--- src/rtl/char_motion.sv ---
// Per-frame position controller for the player sprite: horizontal walking with
// edge clamping and a three-state jump/fall model driven by a simple gravity step.
module char_motion #(
  parameter int SCREEN_W = 640,
  parameter int SPRITE   = 16,
  parameter int START_X  = 312,
  parameter int GROUND_Y = 448,
  parameter int STEP     = 2,
  parameter int JUMP_V   = 8,
  parameter int GRAVITY  = 1,
  parameter int MAX_FALL = 8
) (
  input  logic       clk,
  input  logic       reset,
  input  logic       frame_tick,
  input  logic       btn_left,
  input  logic       btn_right,
  input  logic       btn_jump,
  output logic [9:0] char_x,
  output logic [8:0] char_y,
  output logic       airborne,
  output logic       facing_left
);

  typedef enum logic [1:0] {GROUNDED, RISING, FALLING} state_t;

  localparam logic [10:0] STEP_W   = 11'(STEP);
  localparam logic [10:0] X_MAX    = 11'(SCREEN_W - SPRITE);
  localparam logic [8:0]  Y_GROUND = 9'(GROUND_Y);
  localparam logic [3:0]  V_JUMP   = 4'(JUMP_V);
  localparam logic [3:0]  V_GRAV   = 4'(GRAVITY);
  localparam logic [4:0]  V_MAX    = 5'(MAX_FALL);

  state_t      state_reg, state_next;
  logic [9:0]  x_reg, x_next;
  logic [8:0]  y_reg, y_next;
  logic [3:0]  vy_reg, vy_next;
  logic        face_reg, face_next;
  logic        jump_prev_reg;
  logic        jump_req_reg, jump_req_next;

  logic        jump_edge;
  logic        jump_active;
  logic [10:0] x_wide;
  logic [4:0]  vy_inc;
  logic [3:0]  vy_fall;
  logic [9:0]  ny;

  always_comb begin
    jump_edge   = btn_jump & ~jump_prev_reg;
    jump_active = jump_req_reg | jump_edge;
    x_wide      = {1'b0, x_reg};
    vy_inc      = {1'b0, vy_reg} + {1'b0, V_GRAV};
    vy_fall     = (vy_inc >= V_MAX) ? V_MAX[3:0] : vy_inc[3:0];
    ny          = {1'b0, y_reg} + {6'd0, vy_fall};

    // The request lives for at most one frame; an edge on the tick cycle is
    // consumed by jump_active before the clear takes effect.
    jump_req_next = frame_tick ? 1'b0 : (jump_req_reg | jump_edge);

    x_next     = x_reg;
    face_next  = face_reg;
    y_next     = y_reg;
    vy_next    = vy_reg;
    state_next = state_reg;

    if (frame_tick) begin
      if (btn_left && !btn_right) begin
        x_next    = (x_wide >= STEP_W) ? 10'(x_wide - STEP_W) : 10'd0;
        face_next = 1'b1;
      end else if (btn_right && !btn_left) begin
        x_next    = (x_wide + STEP_W >= X_MAX) ? X_MAX[9:0] : 10'(x_wide + STEP_W);
        face_next = 1'b0;
      end

      case (state_reg)
        GROUNDED: begin
          if (jump_active) begin
            state_next = RISING;
            vy_next    = V_JUMP;
          end else begin
            y_next = Y_GROUND;
          end
        end
        RISING: begin
          if (y_reg >= {5'd0, vy_reg}) begin
            y_next  = y_reg - {5'd0, vy_reg};
            // Saturate at zero so a GRAVITY larger than the remaining speed still tops out.
            vy_next = (vy_reg <= V_GRAV) ? 4'd0 : vy_reg - V_GRAV;
            if (vy_reg <= V_GRAV) state_next = FALLING;
          end else begin
            y_next     = 9'd0;
            vy_next    = 4'd0;
            state_next = FALLING;
          end
        end
        FALLING: begin
          if (ny >= {1'b0, Y_GROUND}) begin
            y_next     = Y_GROUND;
            vy_next    = 4'd0;
            state_next = GROUNDED;
          end else begin
            y_next  = ny[8:0];
            vy_next = vy_fall;
          end
        end
        default: state_next = GROUNDED;
      endcase
    end
  end

  always_ff @(posedge clk) begin
    if (reset) begin
      state_reg     <= GROUNDED;
      x_reg         <= 10'(START_X);
      y_reg         <= Y_GROUND;
      vy_reg        <= 4'd0;
      face_reg      <= 1'b0;
      jump_prev_reg <= 1'b0;
      jump_req_reg  <= 1'b0;
    end else begin
      state_reg     <= state_next;
      x_reg         <= x_next;
      y_reg         <= y_next;
      vy_reg        <= vy_next;
      face_reg      <= face_next;
      jump_prev_reg <= btn_jump;
      jump_req_reg  <= jump_req_next;
    end
  end

  assign char_x      = x_reg;
  assign char_y      = y_reg;
  assign airborne    = (state_reg != GROUNDED);
  assign facing_left = face_reg;

endmodule

--- config.mk ---
export PLATFORM = sky130hd
export DESIGN_NAME = char_motion
export DESIGN_NICKNAME = d
export VERILOG_FILES = /design/src/rtl/char_motion.sv
export SDC_FILE = /design/constraint.sdc
export NUM_CORES = 1
export LEC_CHECK = 0
export ABC_CLOCK_PERIOD_IN_PS = 2700
export BUFFER_PORTS_ARGS = -buffer_cell sky130_fd_sc_hd__buf_2
export CAP_MARGIN = 0
export CORE_MARGIN = 4
export CORE_UTILIZATION = 41
export DETAILED_ROUTE_END_ITERATION = 8
export PLACE_DENSITY_LB_ADDON = 0.1
export SETUP_SLACK_MARGIN = 0.05
export SLEW_MARGIN = 10
export SYNTH_ARGS = -nofsm -noshare
export SYNTH_HDL_FRONTEND = slang
export SYNTH_SLANG_ARGS = --single-unit
--- constraint.sdc ---
create_clock -name clk -period 2.7 [get_ports clk]
set_input_delay 0.27 -clock clk [delete_from_list [all_inputs] [get_ports clk]]
set_output_delay 0.27 -clock clk [all_outputs]
set_load 0.01 [all_outputs]
# ---- Word-level counts from Yosys, hierarchy flattened
# Index checks and enable logic that the tools add are counted.
# Widths: inputs -> output; s select.
dict set report op_classes {
  mux 21
  n_lt_le_gt_ge 6
  add_sub_neg 6
  bitwise 3
  n_reduce_logical 13
  n_eq_ne 6
}
# operator count
set op_table {}
lappend op_table {{$mux 10} 4}
lappend op_table {{$mux 9} 3}
lappend op_table {{$pmux 9 s3} 1}
lappend op_table {{$mux 4} 5}
lappend op_table {{$pmux 4 s3} 1}
lappend op_table {{$add 10x2->11 const B} 1}
lappend op_table {{$ge 11x10->1 const B} 1}
lappend op_table {{$add 9x4->10} 1}
lappend op_table {{$ge 10x2->1 const B} 1}
lappend op_table {{$ge 10x9->1 const B} 1}
lappend op_table {{$sub 10x2->10 const B} 1}
lappend op_table {{$ge 9x4->1} 1}
lappend op_table {{$sub 9x4->9} 1}
lappend op_table {{$mux 2} 4}
lappend op_table {{$ne 2x2->1 const B} 3}
lappend op_table {{$pmux 2 s3} 1}
lappend op_table {{$reduce_and 3->1} 2}
lappend op_table {{$add 4x1->5 const B} 1}
lappend op_table {{$ge 5x4->1 const B} 1}
lappend op_table {{$le 4x1->1 const B} 1}
lappend op_table {{$reduce_and 4->1} 1}
lappend op_table {{$reduce_bool 2->1} 2}
lappend op_table {{$sub 4x1->4 const B} 1}
lappend op_table {{$ne 3x3->1 const B} 1}
lappend op_table {{other kinds (12)} 15}
dict set report word_totals {
  in_bits 6
  elab_cells 62
  regBits 28
}

# ---- Logic depth before layout (Yosys ltp)
dict set report depth {
  word_depth 7
  depth_mapped 12
  mapped_depth_nobuf 12
}

# ---- Worst setup path after synthesis
# No wires, ideal clock.
dict set report synth_path {
  path_type {flip-flop to flip-flop}
  from {register vy_reg[1]}
  to {register y_reg[5], in the netlist char_y[5]}
  stages_incl_launch_ff 13
  synth_period_minus_slack_ps 2934
  required_time_ps 2621
  setup_ps 79
  setup_slack_ps -234
  t_arrival_ps 2855
  path_buffers 0
  cell_sequence {dfxtp_1 -> ha_1 -> nand4b_1 -> mux2i_4 -> nand2_1 -> xnor2_1 -> ha_1 -> a21o_1 -> maj3_2 -> nand4b_2 -> a41oi_4 -> o32a_1 -> a211oi_2}
}
dict set report synth_between {
  elab_chain_cells 7
}
# element line
set synth_lines {}
lappend synth_lines {{start: declaration} 37} ;# logic [3:0] vy_reg, vy_next;
lappend synth_lines {{start signal: assignment} 125} ;# vy_reg <= vy_next;
lappend synth_lines {{$add 4x1->5} 53} ;# vy_inc = {1'b0, vy_reg} + {1'b0, V_GRAV};
lappend synth_lines {{$ge 5x4->1} 54} ;# vy_fall = (vy_inc >= V_MAX) ? V_MAX[3:0] : vy_inc[3:0];
lappend synth_lines {{$mux 4} 54}
lappend synth_lines {{$add 9x4->10} 55} ;# ny = {1'b0, y_reg} + {6'd0, vy_fall};
lappend synth_lines {{$ge 10x9->1} 98} ;# if (ny >= {1'b0, Y_GROUND}) begin
lappend synth_lines {{$mux 9} 98}
lappend synth_lines {{$pmux 9 s3 *} 76} ;# case (state_reg)
lappend synth_lines {{end signal: assignment} 124} ;# y_reg <= y_next;
lappend synth_lines {{end: declaration} 36} ;# logic [8:0] y_reg, y_next;
# Every way passes the cells marked *; elsewhere a longest branch is shown, timed or not.
# A chain may end at the register's enable or synchronous reset.

# ---- Worst setup path after layout
dict set report layout_path {
  from {register vy_reg[1]}
  to {register y_reg[4], in the netlist char_y[4]}
}
# The elaborated chain is that of the path after synthesis.

==> impl_results.md <==
* Share of layout cells above drive strength 1 at 0.290
* R2R Path End: char_y[4]
* CP Capture Type: flop
* Slew headroom at 0.580
* Placer Congestion at 0.849
* Maximum VDD drop at 231 uV
* CTS Hold Bufs at 0
* Filler-free cell count of the finished design at 468
* Dpl cells at 454
* H-tree depth at 1
* Mapped Nets at 364
* Setup Skew at 3.84 ps
* Die area at 7690 um^2
* Setup crit start kind: flop
* CP Max Fanout at 5
* Worst-Skew Late Latency at 280 ps
* Yosys top cell area share at 0.207
* Worst-Margin Slew at 630 ps
* Endpoints failing setup at 12
* Failing checks: negative setup slack
* RSZ-0062 raised after global routing: true
* Cell taking the most area after synthesis: dfxtp_1
* Commonest non-fill, non-tap cell in the layout: buf_4
* Fillers at 592
* Overflow after GRT at 0
* Layout area overhead at 26.7%
* Fraction of registers with async set/reset at 0
* Leak at 0.00136 uW
* WS Path Type: reg2reg
* R2R cell count at 12
* Clk slew on worst S/H paths at 100 ps
* Total CTS buffers at 3
* Core Rows at 28
* Synth Area per Inst at 7.68 um^2
* Post-Syn Area at 2600 um^2
* TritonCTS clock tree: yes
* Port buffer count at 25
* Hold Vio Cnt, Final at 0
* Initial Util at 0.432
* Clk root buf: clkbuf_8
* HP Class: in2reg
* Worst EP required at 2900 ps
* Sequential element share of the synthesized area at 0.207
* Max Clk Rate at 347 MHz
* Worst Hold Depth at 2
* Worst Hold End: jump_req_reg
* Net count, final at 419
* EDFF count, synth at 0
* P per Cell Area at 317 nW/um^2
* Vias per cell at 5.73
* Vias post-DR at 2,681
* Critical Path AT at 3080 ps
* Ant. Diodes at 0
* Largest net degree at the start of global routing at 28
* Synth warnings at 0
* DR WL/cell at 16.0 um
* Outcome: complete, but fails checks
* Layout Utilization at 0.548
* Most frequent cells in the layout: buf_4 (42), nor2_1 (30), nand2_1 (26)
* First-pass iteration count of the detailed router at 4
* Setup TNS at -1280 ps
* Antenna violations before repair at 0
* Worst setup slack after layout at -178 ps
* Core box area at 6030 um^2
* Num ports at 27
* Total power at 1050 uW
* Post-route ant nets at 0
* Fin. max-slew vios at 0
* Primary FF master, synth: dfxtp_1
* CTS Buffer Depth at 2
* Post-synthesis register bit count at 27
* Post-layout instance area at 3300 um^2
* # DRC at 0
* Placed instance area at 3050 um^2
* Die width at 87.7 um
* Post-synthesis cell count at 339
* Post-DP HPWL at 5460 um
* Vias in the first global route at 2,622
* Beginning of the worst hold path: frame_tick
* Max Cap Viol at 0
* Netlist cell types at 73
* FF-to-FF Start: vy_reg[1]
* DR iter-0 viols at 153
* Register-to-Register Setup Slack at -180 ps
* Final wirelength at 7470 um
* Final period utilization at 1.07
* Clk sinks at 27
* Top cells by area, synth: dfxtp_1 (21%), ha_1 (8.6%), nor2_1 (4.3%)
* Die height at 87.7 um
* Global-route wire length before repair at 12,600 um
* Final min period at 2880 ps
* GRT Total Usage at 0.201
==> where the power goes <==
part	leakage (uW)	internal (uW)	switching [uW]
clock network	0.0000255	104	137
registers	0.000221	416	27.2
logic	0.00112	154	209
==> cells by family after synthesis <==
| group | Yosys count | share of synthesized area |
|---|---|---|
| flops | 27 | 0.207 |
| mux | 5 | 0.0245 |
| compound gates | 107 | 0.317 |
| xor+xnor | 12 | 0.0403 |
| simple gates | 122 | 0.241 |
| buf+inv | 45 | 0.0706 |
| fa+ha+maj | 20 | 0.0985 |
| other cells | 1 | 0.00144 |
==> synthesized netlist by cell type, types with 3 or more instances <==
cell type,number
a211oi_1,4
a21o_1,8
a21oi_1,22
a31oi_1,5
and3_1,6
clkbuf_1,16
dfxtp_1,27
ha_1,18
inv_1,23
mux2i_1,3
nand2_1,28
nand2b_1,7
nand3_1,7
nand4_1,3
nor2_1,30
nor2b_1,6
nor3_1,15
nor4_1,6
o211ai_1,6
o21ai_0,14
o31a_1,3
o31ai_1,6
or2_2,3
xnor2_1,8
xor2_1,4
==> worst max-delay path, stage by stage (launching register included) <==
cell and delay, ps:
dfxtp_4 380, ha_4 150, nand4b_1 260, mux2i_4 250
nand2_2 100, xnor2_2 140, ha_2 180, a21o_1 170
maj3_2 320, nand4b_4 120, a41oi_4 190, a211o_1 340
a211oi_2 200
==> metrics by stage <==
stage | setup slack, ps | hold slack, ps
3_5_place_dp | -188 | 454
3_3_place_gp | -97.8 | 446
5_1_grt | -296 | 204
4_1_cts | -118 | 204
6_report | -178 | 213
2_1_floorplan | -52.3 | 349
==> routing by layer <==
metal	vias up	GRT usage	wire, um
li1	1359	-	-
met1	1262	0.266	3600
met2	48	0.340	3500
met3	12	0.0329	247
met4	0	0.0488	130
met5	-	0	0
==> worst max path at each step <==
stage / start / end / slack [ps] / depth (start not counted)
final: vy_reg[1] / char_y[4] / -180 / 12
after global routing: vy_reg[1] / char_y[4] / -300 / 12
after CTS: vy_reg[1] / char_y[5] / -120 / 12
after detailed placement: vy_reg[0] / char_y[0] / -190 / 12
after global placement: vy_reg[0] / char_y[0] / -100 / 12
after floorplan: vy_reg[1] / char_y[5] / -50 / 12
==> area by class of cell <==
type | count | area (um^2) | area share
Tap cell | 75 | 93.8 | 0.0284
Timing Repair Buffer | 69 | 472 | 0.143
Clock buffer | 3 | 41.3 | 0.0125
Inverter | 25 | 93.8 | 0.0284
Sequential cell | 27 | 546 | 0.165
Clock inverter | 1 | 5.00 | 0.00152
Multi-Input combinational cell | 268 | 2050 | 0.621
==> timing repair <==
action,in CTS,in global routing
buffers inserted,6,3
pin swaps,17,12
endpoints found under the hold margin,0,0
gates resized for setup,8,12
endpoints found under the setup margin,13,15
cloned,1,0
Note: power is estimated with default switching activity, not from simulation.
